### config.mk
export PLATFORM = sky130hd
export DESIGN_NAME = mem_port_arbiter
export DESIGN_NICKNAME = d
export VERILOG_FILES = /design/src/rtl/mem_port_arbiter_pkg.sv /design/src/rtl/mem_port_arbiter_rr_pick.sv /design/src/rtl/mem_port_arbiter.sv
export SDC_FILE = /design/constraint.sdc
export NUM_CORES = 1
export LEC_CHECK = 0
export CAP_MARGIN = 20
export CORE_MARGIN = 4
export CORE_UTILIZATION = 43
export CTS_BUF_LIST = sky130_fd_sc_hd__clkbuf_16
export DETAILED_ROUTE_END_ITERATION = 10
export PLACE_DENSITY = 0.95
export SETUP_SLACK_MARGIN = 0.05
export SYNTH_ARGS = -nofsm -noshare
export SYNTH_HDL_FRONTEND = slang
export SYNTH_SLANG_ARGS = --single-unit
### constraint.sdc
create_clock -name clk -period 4.3 [get_ports clk]
set_clock_uncertainty 0.1 [all_clocks]
set_input_delay 0.645 -clock clk [delete_from_list [all_inputs] [get_ports clk]]
set_output_delay 0.645 -clock clk [all_outputs]
set_load 0.02 [all_outputs]
### src/rtl/mem_port_arbiter_pkg.sv
// Shared types and constants for the unified-memory port arbiter.
package mem_port_arbiter_pkg;

   typedef enum logic [1:0] {
      IDLE   = 2'd0,
      ACCESS = 2'd1,
      RESP   = 2'd2
   } state_t;

   localparam logic OWN_CORE   = 1'b0;
   localparam logic OWN_LOADER = 1'b1;

   localparam int CNT_W   = 3;
   localparam int LAT_MIN = 1;
   localparam int LAT_MAX = 7;

   // An out-of-range latency is clamped so the 3-bit counter never wraps.
   function automatic logic [CNT_W-1:0] lat_load(input int lat);
      int v;
      v = lat;
      if (v < LAT_MIN) v = LAT_MIN;
      if (v > LAT_MAX) v = LAT_MAX;
      return CNT_W'(v - 1);
   endfunction

endpackage

### src/rtl/mem_port_arbiter_rr_pick.sv
// Two-input round-robin picker: on a tie the side not granted last wins.
module mem_arb_rr_pick
   import mem_port_arbiter_pkg::*;
(
   input  logic [1:0] i_req,
   input  logic       i_last,
   output logic       o_gnt,
   output logic       o_valid
);

   always_comb begin
      o_valid = |i_req;
      o_gnt   = OWN_CORE;
      unique case (i_req)
         2'b01:   o_gnt = OWN_CORE;
         2'b10:   o_gnt = OWN_LOADER;
         2'b11:   o_gnt = ~i_last;
         default: o_gnt = OWN_CORE;
      endcase
   end

endmodule

### src/rtl/mem_port_arbiter.sv
// Serialises core and loader accesses onto the single unified memory,
// one outstanding access, round-robin on ties, one-cycle ack.
module mem_port_arbiter
   import mem_port_arbiter_pkg::*;
#(
   parameter int AW  = 32,
   parameter int DW  = 32,
   parameter int LAT = 1
) (
   input  logic          clk,
   input  logic          rst_n,
   input  logic          c_req,
   input  logic          c_we,
   input  logic [AW-1:0] c_addr,
   input  logic [DW-1:0] c_wdata,
   output logic          c_ack,
   output logic [DW-1:0] c_rdata,
   input  logic          l_req,
   input  logic          l_we,
   input  logic [AW-1:0] l_addr,
   input  logic [DW-1:0] l_wdata,
   output logic          l_ack,
   output logic [DW-1:0] l_rdata,
   output logic          m_en,
   output logic          m_we,
   output logic [AW-1:0] m_addr,
   output logic [DW-1:0] m_wdata,
   input  logic [DW-1:0] m_rdata,
   output logic          busy
);

   localparam logic [CNT_W-1:0] CNT_LOAD = lat_load(LAT);

   state_t           r_state;
   state_t           w_nxt;
   logic [CNT_W-1:0] r_cnt;
   logic             r_own;
   logic             r_last;
   logic             r_we;
   logic [AW-1:0]    r_addr;
   logic [DW-1:0]    r_wdata;
   logic [DW-1:0]    r_c_rdata;
   logic [DW-1:0]    r_l_rdata;
   logic             w_gnt;
   logic             w_valid;
   logic             w_take;
   logic             w_last_cyc;

   mem_arb_rr_pick u_pick (
      .i_req   ({l_req, c_req}),
      .i_last  (r_last),
      .o_gnt   (w_gnt),
      .o_valid (w_valid)
   );

   assign w_take     = (r_state == IDLE) && w_valid;
   assign w_last_cyc = (r_state == ACCESS) && (r_cnt == '0);

   always_ff @(posedge clk) begin
      if (!rst_n) r_state <= IDLE;
      else        r_state <= w_nxt;
   end

   always_comb begin
      w_nxt = r_state;
      unique case (r_state)
         IDLE:    if (w_valid) w_nxt = ACCESS;
         ACCESS:  if (r_cnt == '0) w_nxt = RESP;
         RESP:    w_nxt = IDLE;
         default: w_nxt = IDLE;
      endcase
   end

   always_comb begin
      m_en  = (r_state == ACCESS);
      m_we  = (r_state == ACCESS) && r_we;
      c_ack = (r_state == RESP) && (r_own == OWN_CORE);
      l_ack = (r_state == RESP) && (r_own == OWN_LOADER);
      busy  = (r_state != IDLE);
   end

   always_ff @(posedge clk) begin
      if (!rst_n) begin
         r_cnt     <= '0;
         r_own     <= OWN_CORE;
         r_last    <= OWN_LOADER;
         r_we      <= 1'b0;
         r_addr    <= '0;
         r_wdata   <= '0;
         r_c_rdata <= '0;
         r_l_rdata <= '0;
      end else begin
         if (w_take) begin
            r_own   <= w_gnt;
            r_we    <= w_gnt ? l_we    : c_we;
            r_addr  <= w_gnt ? l_addr  : c_addr;
            r_wdata <= w_gnt ? l_wdata : c_wdata;
            r_cnt   <= CNT_LOAD;
         end
         if (r_state == ACCESS && r_cnt != '0)
            r_cnt <= r_cnt - 1'b1;
         if (w_last_cyc && !r_we) begin
            if (r_own == OWN_CORE) r_c_rdata <= m_rdata;
            else                   r_l_rdata <= m_rdata;
         end
         if (r_state == RESP)
            r_last <= r_own;
      end
   end

   assign m_addr  = r_addr;
   assign m_wdata = r_wdata;
   assign c_rdata = r_c_rdata;
   assign l_rdata = r_l_rdata;

endmodule

==> key figures, run 1 <==
Final layout
  • Area grow syn2layout: 62.75%
  • Post-layout nets: 1089
  • Final Core Density: 0.7225
  • Ant. Diodes: 0
  • Layout cells sized above 1: 0.05139
  • Filler cells: around 900
  • Commonest non-fill, non-tap cell in the layout: clkdlybuf4s50_1
  • Most frequent cells in the layout: clkdlybuf4s50_1, nand2_1, dfxtp_1, a21oi_1

Power
  • Clock power frac: 0.385
  • Psw: 0.001050 W
  • VDD IR-drop max: between 200 and 250 uV
  • Sequential share of power: 0.387
  • Combinational Power Share: 0.229
  • Final Power: about 0.0037 W
  • PwrDens: roughly 400 nW/um2
  • Leak: approximately 3.8 nW
  • Cell-internal power: 0.002636 W
  • Sw frac: 0.2847

Floorplanning
  • Core footprint: ~13000 um2
  • Starting Density: 0.4439
  • FP Rows: between 40 and 50
  • Die Wd: approximately 120 um
  • Die area: around 15000 um2
  • Die Height: 122.8 um
  • IO Count: 299

Logic synthesis
  • Post-Synth Adder-Cell Area: 0.004413
  • Syn avg cell area: 8.657 um2
  • Seq/Total Area, Yosys: 0.4801
  • Yosys top cell by area: dfxtp_1
  • Post-synthesis xor/xnor area fraction: 0
  • Multiplexer share of the synthesized area: 0.1147
  • Cells after Synth: approximately 660
  • Synth Area in Compound Gates: 0.1690
  • Netlist cell types: 32
  • Yosys reg bits: 136
  • Synth Cell Area: 5670 um2
  • Synth area leaders: dfxtp_1, nand2_1, mux2i_1
  • Ys async rst share: 0
  • Synthesis Warnings: 0
  • Simple-Gate Fraction of Synth Area: 0.1732
  • Top FF cell, synth: dfxtp_1
  • Largest family of logic cells by synthesized area: simple AND/OR/NAND/NOR gates
  • Area share of the largest cell type after synthesis: 0.4801
  • Syn_nets: a little over 800
  • Post-synth EDFFs: 0

Timing
  • Final hold viol count: 0
  • Final min period: around 2700 ps
  • Final setup viols: 0
  • RSZ-0062 raised after global routing: no
  • Setup TNS: 0 ps
  • Max Freq: roughly 0.37 GHz
  • Slew @ Worst Pin: 1057 ps
  • Slew Limit Fails: 0
  • Hold slack: 352.5 ps
  • Final period utilization: 0.6252
  • Slew margin rel.: 0.2930

Route
  • Vias: 5865
  • Routed WL: between 15 and 20 mm
  • DR WL/cell: around 17 um
  • TritonRoute pass-1 iters: 6
  • Initial DRC Count: between 400 and 500
  • Antenna-violating nets left: 0
  • Vias/cell: around 5.3
  • Remaining DRCs: 0

Clocking
  • Hold_buf cts: 0
  • Clock latency on the worst-skew pair: approximately 420 ps
  • CTS sink count: around 140
  • Total CTS buffers: 17
  • Max H-tree Level: 4
  • Post-CTS setup buffers: 0
  • CTS tree: built
  • Worst-path clk slew: roughly 60 ps
  • Max clock buf depth: 2
  • CTS root buf: clkbuf_16
  • Post-CTS Resized: 0

Global routing
  • First-pass GRT wire length: about 29 mm
  • GRT Overall Usage: 0.2459
  • Antenna violations before repair: 0
  • Vias in the first global route: approximately 6000
  • Grt ovf: 0
  • Largest net degree at the start of global routing: between 100 and 150

Placement
  • Post-DP HPWL: 13.84 mm
  • Gpl congestion: ~0.8
  • IO Port Bufs: 298

Critical path
  • CP endpoint kind: primary output
  • Worst r2r path cells: 5
  • Crit-path max FO: 5
  • Crit path cell chain: nor2b_1, and2_1, clkdlybuf4s50_1
  • Max stage delay cell, worst path: clkdlybuf4s50_1
  • Critical setup path kind: flop to primary output
  • Required @ worst endpoint: between 3000 and 4000 ps
  • Worst setup SP type: flop
  • Worst EP arrival: 1940 ps
  • Slowest stage delay, CP: ~630 ps

Hold path
  • Worst hold stages: 2
  • Min-Delay Path Class: flop to flop

Job
  • Max cap viols: 0

Status
  • Status: finished clean
path summary, 6_finish.rpt:
path,start,to,slack (ps)
setup reg to reg,r_cnt[0],c_rdata[30],2180
setup / recovery,r_state[0],m_we,1610
hold / removal,r_cnt[0],r_cnt[0],350
hold reg to reg,r_cnt[0],r_cnt[0],350
registers in the layout (all words and copies together) (netlist names):
name and flops:
r_own 1, r_cnt 3, m_wdata 32, r_we 1
l_rdata 32, c_rdata 32, r_last 1, m_addr 32
r_state 2
worst max-delay path: cells and delay by family, from the launching register on:
family                 cells  cell delay, ps
buffers and inverters      1             630
flip-flops                 1             410
AND/OR/NAND/NOR            2             480
cell usage after synthesis (2+ instances only):
cell	number
nand2b_1	2
buf_6	3
buf_4	9
clkbuf_1	22
nand3b_1	2
buf_2	25
nand2_1	229
and2_1	3
inv_1	3
a21oi_1	66
nor2_2	2
mux2i_1	65
ha_1	2
dfxtp_1	136
a311oi_1	65
nor2_1	5
power groups by stage:
stage | registers [W] | logic (W) | clock network, W
2_1_floorplan | 0.00156 | 0.000296 | 0
3_3_place_gp | 0.00144 | 0.000827 | 0
3_5_place_dp | 0.00145 | 0.000841 | 0
4_1_cts | 0.00142 | 0.000848 | 0.00144
5_1_grt | 0.00144 | 0.000900 | 0.00149
6_report | 0.00142 | 0.000844 | 0.00142
cell families (layout without fill, tap and decap cells):
logic type                 count (synthesis)  after routing
adders and majority gates                  2              2
and+or+nand+nor                          249            249
muxes                                     65             65
DFF                                      136            136
buffers and inverters                     65            344
AOI/OAI and AO/OA                        138            138
final cells by class:
cell class / count / area (um2) / area share
clock buffer: 17 / 425.4 / 0.04610
clock inverter: 15 / 152.6 / 0.01654
inverter: 5 / 18.77 / 0.002034
multi-input combinational: 454 / 2636 / 0.2857
sequential: 136 / 2723 / 0.2950
tap: 172 / 215.2 / 0.02332
timing repair buffer: 307 / 3058 / 0.3313
per-stage QoR:
stage | instances | cell area [um2] | worst slack, ps
global route | 1106 | 9229 | 1496
finish | 1106 | 9229 | 1612
CTS | 1106 | 9229 | 1584
global placement | 1073 | 8631 | 1583
detailed placement | 1074 | 8651 | 1527
floorplan | 655 | 5670 | 2431
layer usage:
metal,vias to the layer above,track usage,share of wire
met5,-,0,0
li1,2813,-,-
met3,61,0.09171,0.11
met4,0,0.1309,0.046
met2,299,0.4458,0.50
met1,2692,0.2413,0.35
(Power assumes the default switching activity.)
==> run 2, diff against run 1 <==
- CORE_UTILIZATION: 43 -> 40
- PLACE_DENSITY: 0.95 -> 0.92
- clock period: 4.3 -> 2.8 ns (I/O delays scaled with it)
==> key figures, run 2 (same netlist as run 1, synthesis figures left out) <==
Floorplanning
  • Die Wd: around 130 um
  • FP Rows: between 40 and 50
  • Die area: about 16000 um2
  • IO Count: around 300
  • Starting Density: 0.4085
  • Die Height: around 130 um
  • Core footprint: approximately 14000 um2

Placement
  • Post-DP HPWL: 13.21 mm
  • Post-Place Worst Slack: 467.7 ps
  • Gpl congestion: between 0.8 and 0.9
  • Post-Place Cells: between 1000 and 1500
  • DP Area: ~8700 um2
  • IO Port Bufs: 298

Critical path
  • Critical setup path kind: flop to primary output
  • Crit path cell chain: nor2b_1, and2_1, clkdlybuf4s50_1
  • Worst setup SP type: flop
  • Slowest stage delay, CP: roughly 640 ps
  • Worst EP arrival: ~2000 ps
  • CP Launch Point: r_state[0]
  • Crit-path max FO: 5
  • Required @ worst endpoint: between 2000 and 2500 ps
  • RR Startpoint: r_cnt[0]
  • Worst r2r path cells: 6
  • Capturing point of the worst reg2reg path: l_rdata[27]
  • Register-to-Register Setup Slack: approximately 850 ps
  • Worst setup path endpoint: m_we
  • Max stage delay cell, worst path: clkdlybuf4s50_1
  • CP endpoint kind: primary output

Clocking
  • Hold_buf cts: 0
  • Worst-path clk slew: about 60 ps
  • Clock latency on the worst-skew pair: ~400 ps
  • Max clock buf depth: 2
  • Post-CTS Resized: 0
  • CTS tree: built
  • CTS root buf: clkbuf_16
  • Max H-tree Level: 4
  • Total CTS buffers: 17
  • Post-CTS setup buffers: 0
  • CTS sink count: around 140

Status
  • Status: finished clean

Hold path
  • Min-Delay Path Class: flop to flop

Final layout
  • Post-layout nets: roughly 1100
  • Final Core Density: 0.6696
  • Ant. Diodes: 0
  • Area grow syn2layout: 63.92%
  • Filler cells: 1043
  • Layout cells sized above 1: 0.05134
  • Commonest non-fill, non-tap cell in the layout: clkdlybuf4s50_1
  • Fin cells: about 1100
  • Most frequent cells in the layout: clkdlybuf4s50_1, nand2_1, dfxtp_1, a21oi_1
  • Final non-filler cell area: 9295 um2

Timing
  • Slew Limit Fails: 0
  • RSZ-0062 raised after global routing: no
  • Slew margin rel.: 0.3944
  • Final WS setup: between 300 and 400 ps
  • Final hold viol count: 0
  • Final min period: approximately 2500 ps
  • Setup TNS: 0 ps
  • Slew @ Worst Pin: a little over 900 ps
  • Final period utilization: 0.8892
  • Final setup viols: 0
  • Max Freq: 0.4016 GHz

Route
  • Vias/cell: between 5 and 6
  • Remaining DRCs: 0
  • Vias: a little under 6000
  • Antenna-violating nets left: 0
  • DR WL/cell: around 17 um
  • Initial DRC Count: between 300 and 400
  • Routed WL: roughly 19 mm
  • TritonRoute pass-1 iters: 6

Global routing
  • Largest net degree at the start of global routing: around 100
  • GRT Overall Usage: 0.2194
  • Antenna violations before repair: 0
  • Grt ovf: 0
  • First-pass GRT wire length: around 28 mm
  • Vias in the first global route: roughly 5700

Power
  • PwrDens: 609.6 nW/um2
  • Leak: approximately 3.8 nW
  • VDD IR-drop max: around 340 uV

Job
  • Max cap viols: 0
-- run 2: changes by cell type in the layout (fill, tap and decap cells not counted) --
cell      change
buf_12        +4
buf_4         -3
clkinv_1      +1
clkinv_2      -1
-- run 2: worst max-delay path: cells and delay by family (launching register included) --
family                 cells  cell delay (ps)
DFF                        1              420
and+or+nand+nor            2              500
buffers and inverters      1              640
-- run 2: worst min-delay path by stage --
stage / from / end / slack [ps] / depth (start not counted)
3_5_place_dp: r_cnt[0] / r_cnt[0] / 350 / 2
6_report: r_cnt[0] / r_cnt[0] / 350 / 2
5_1_grt: c_rdata[16] / c_rdata[16] / 380 / 2
4_1_cts: r_cnt[0] / r_cnt[0] / 360 / 2
2_1_floorplan: r_cnt[0] / r_cnt[0] / 340 / 2
3_3_place_gp: l_rdata[8] / l_rdata[8] / 340 / 2
-- run 2: stage by stage --
| stage | power, W | hold slack, ps |
|---|---|---|
| after floorplan | 0.002858 | 335.1 |
| after global placement | 0.003505 | 343.9 |
| after detailed placement | 0.003530 | 349.3 |
| after CTS | 0.005709 | 358.4 |
| after global routing | 0.005883 | 376.8 |
| final | 0.005667 | 353.5 |
-- run 2: metal layers --
metal | track usage | up-vias | part of all wire
li1 | - | 2817 | -
met1 | 0.2389 | 2752 | 0.37
met2 | 0.3808 | 302 | 0.49
met3 | 0.07274 | 44 | 0.099
met4 | 0.1117 | 0 | 0.038
met5 | 0 | - | 0
-- run 2: final cells by class --
type / instances / area [um2] / share of cell area
Clock buffer: 17 / 425.4 / 0.04577
Clock inverter: 15 / 151.4 / 0.01629
Inverter: 5 / 18.77 / 0.002019
Multi-Input combinational cell: 454 / 2636 / 0.2836
Sequential cell: 136 / 2723 / 0.2929
Tap cell: 180 / 225.2 / 0.02423
Timing Repair Buffer: 308 / 3115 / 0.3352
-- run 2: power by group --
part | total [W] | leakage [nW] | internal [W] | switching (W)
Sequential | 0.00219 | 1.12 | 0.00210 | 0.0000895
Combinational | 0.00131 | 2.46 | 0.000653 | 0.000653
Clock | 0.00217 | 0.277 | 0.00131 | 0.000864
Total | 0.00567 | 3.85 | 0.00406 | 0.00161
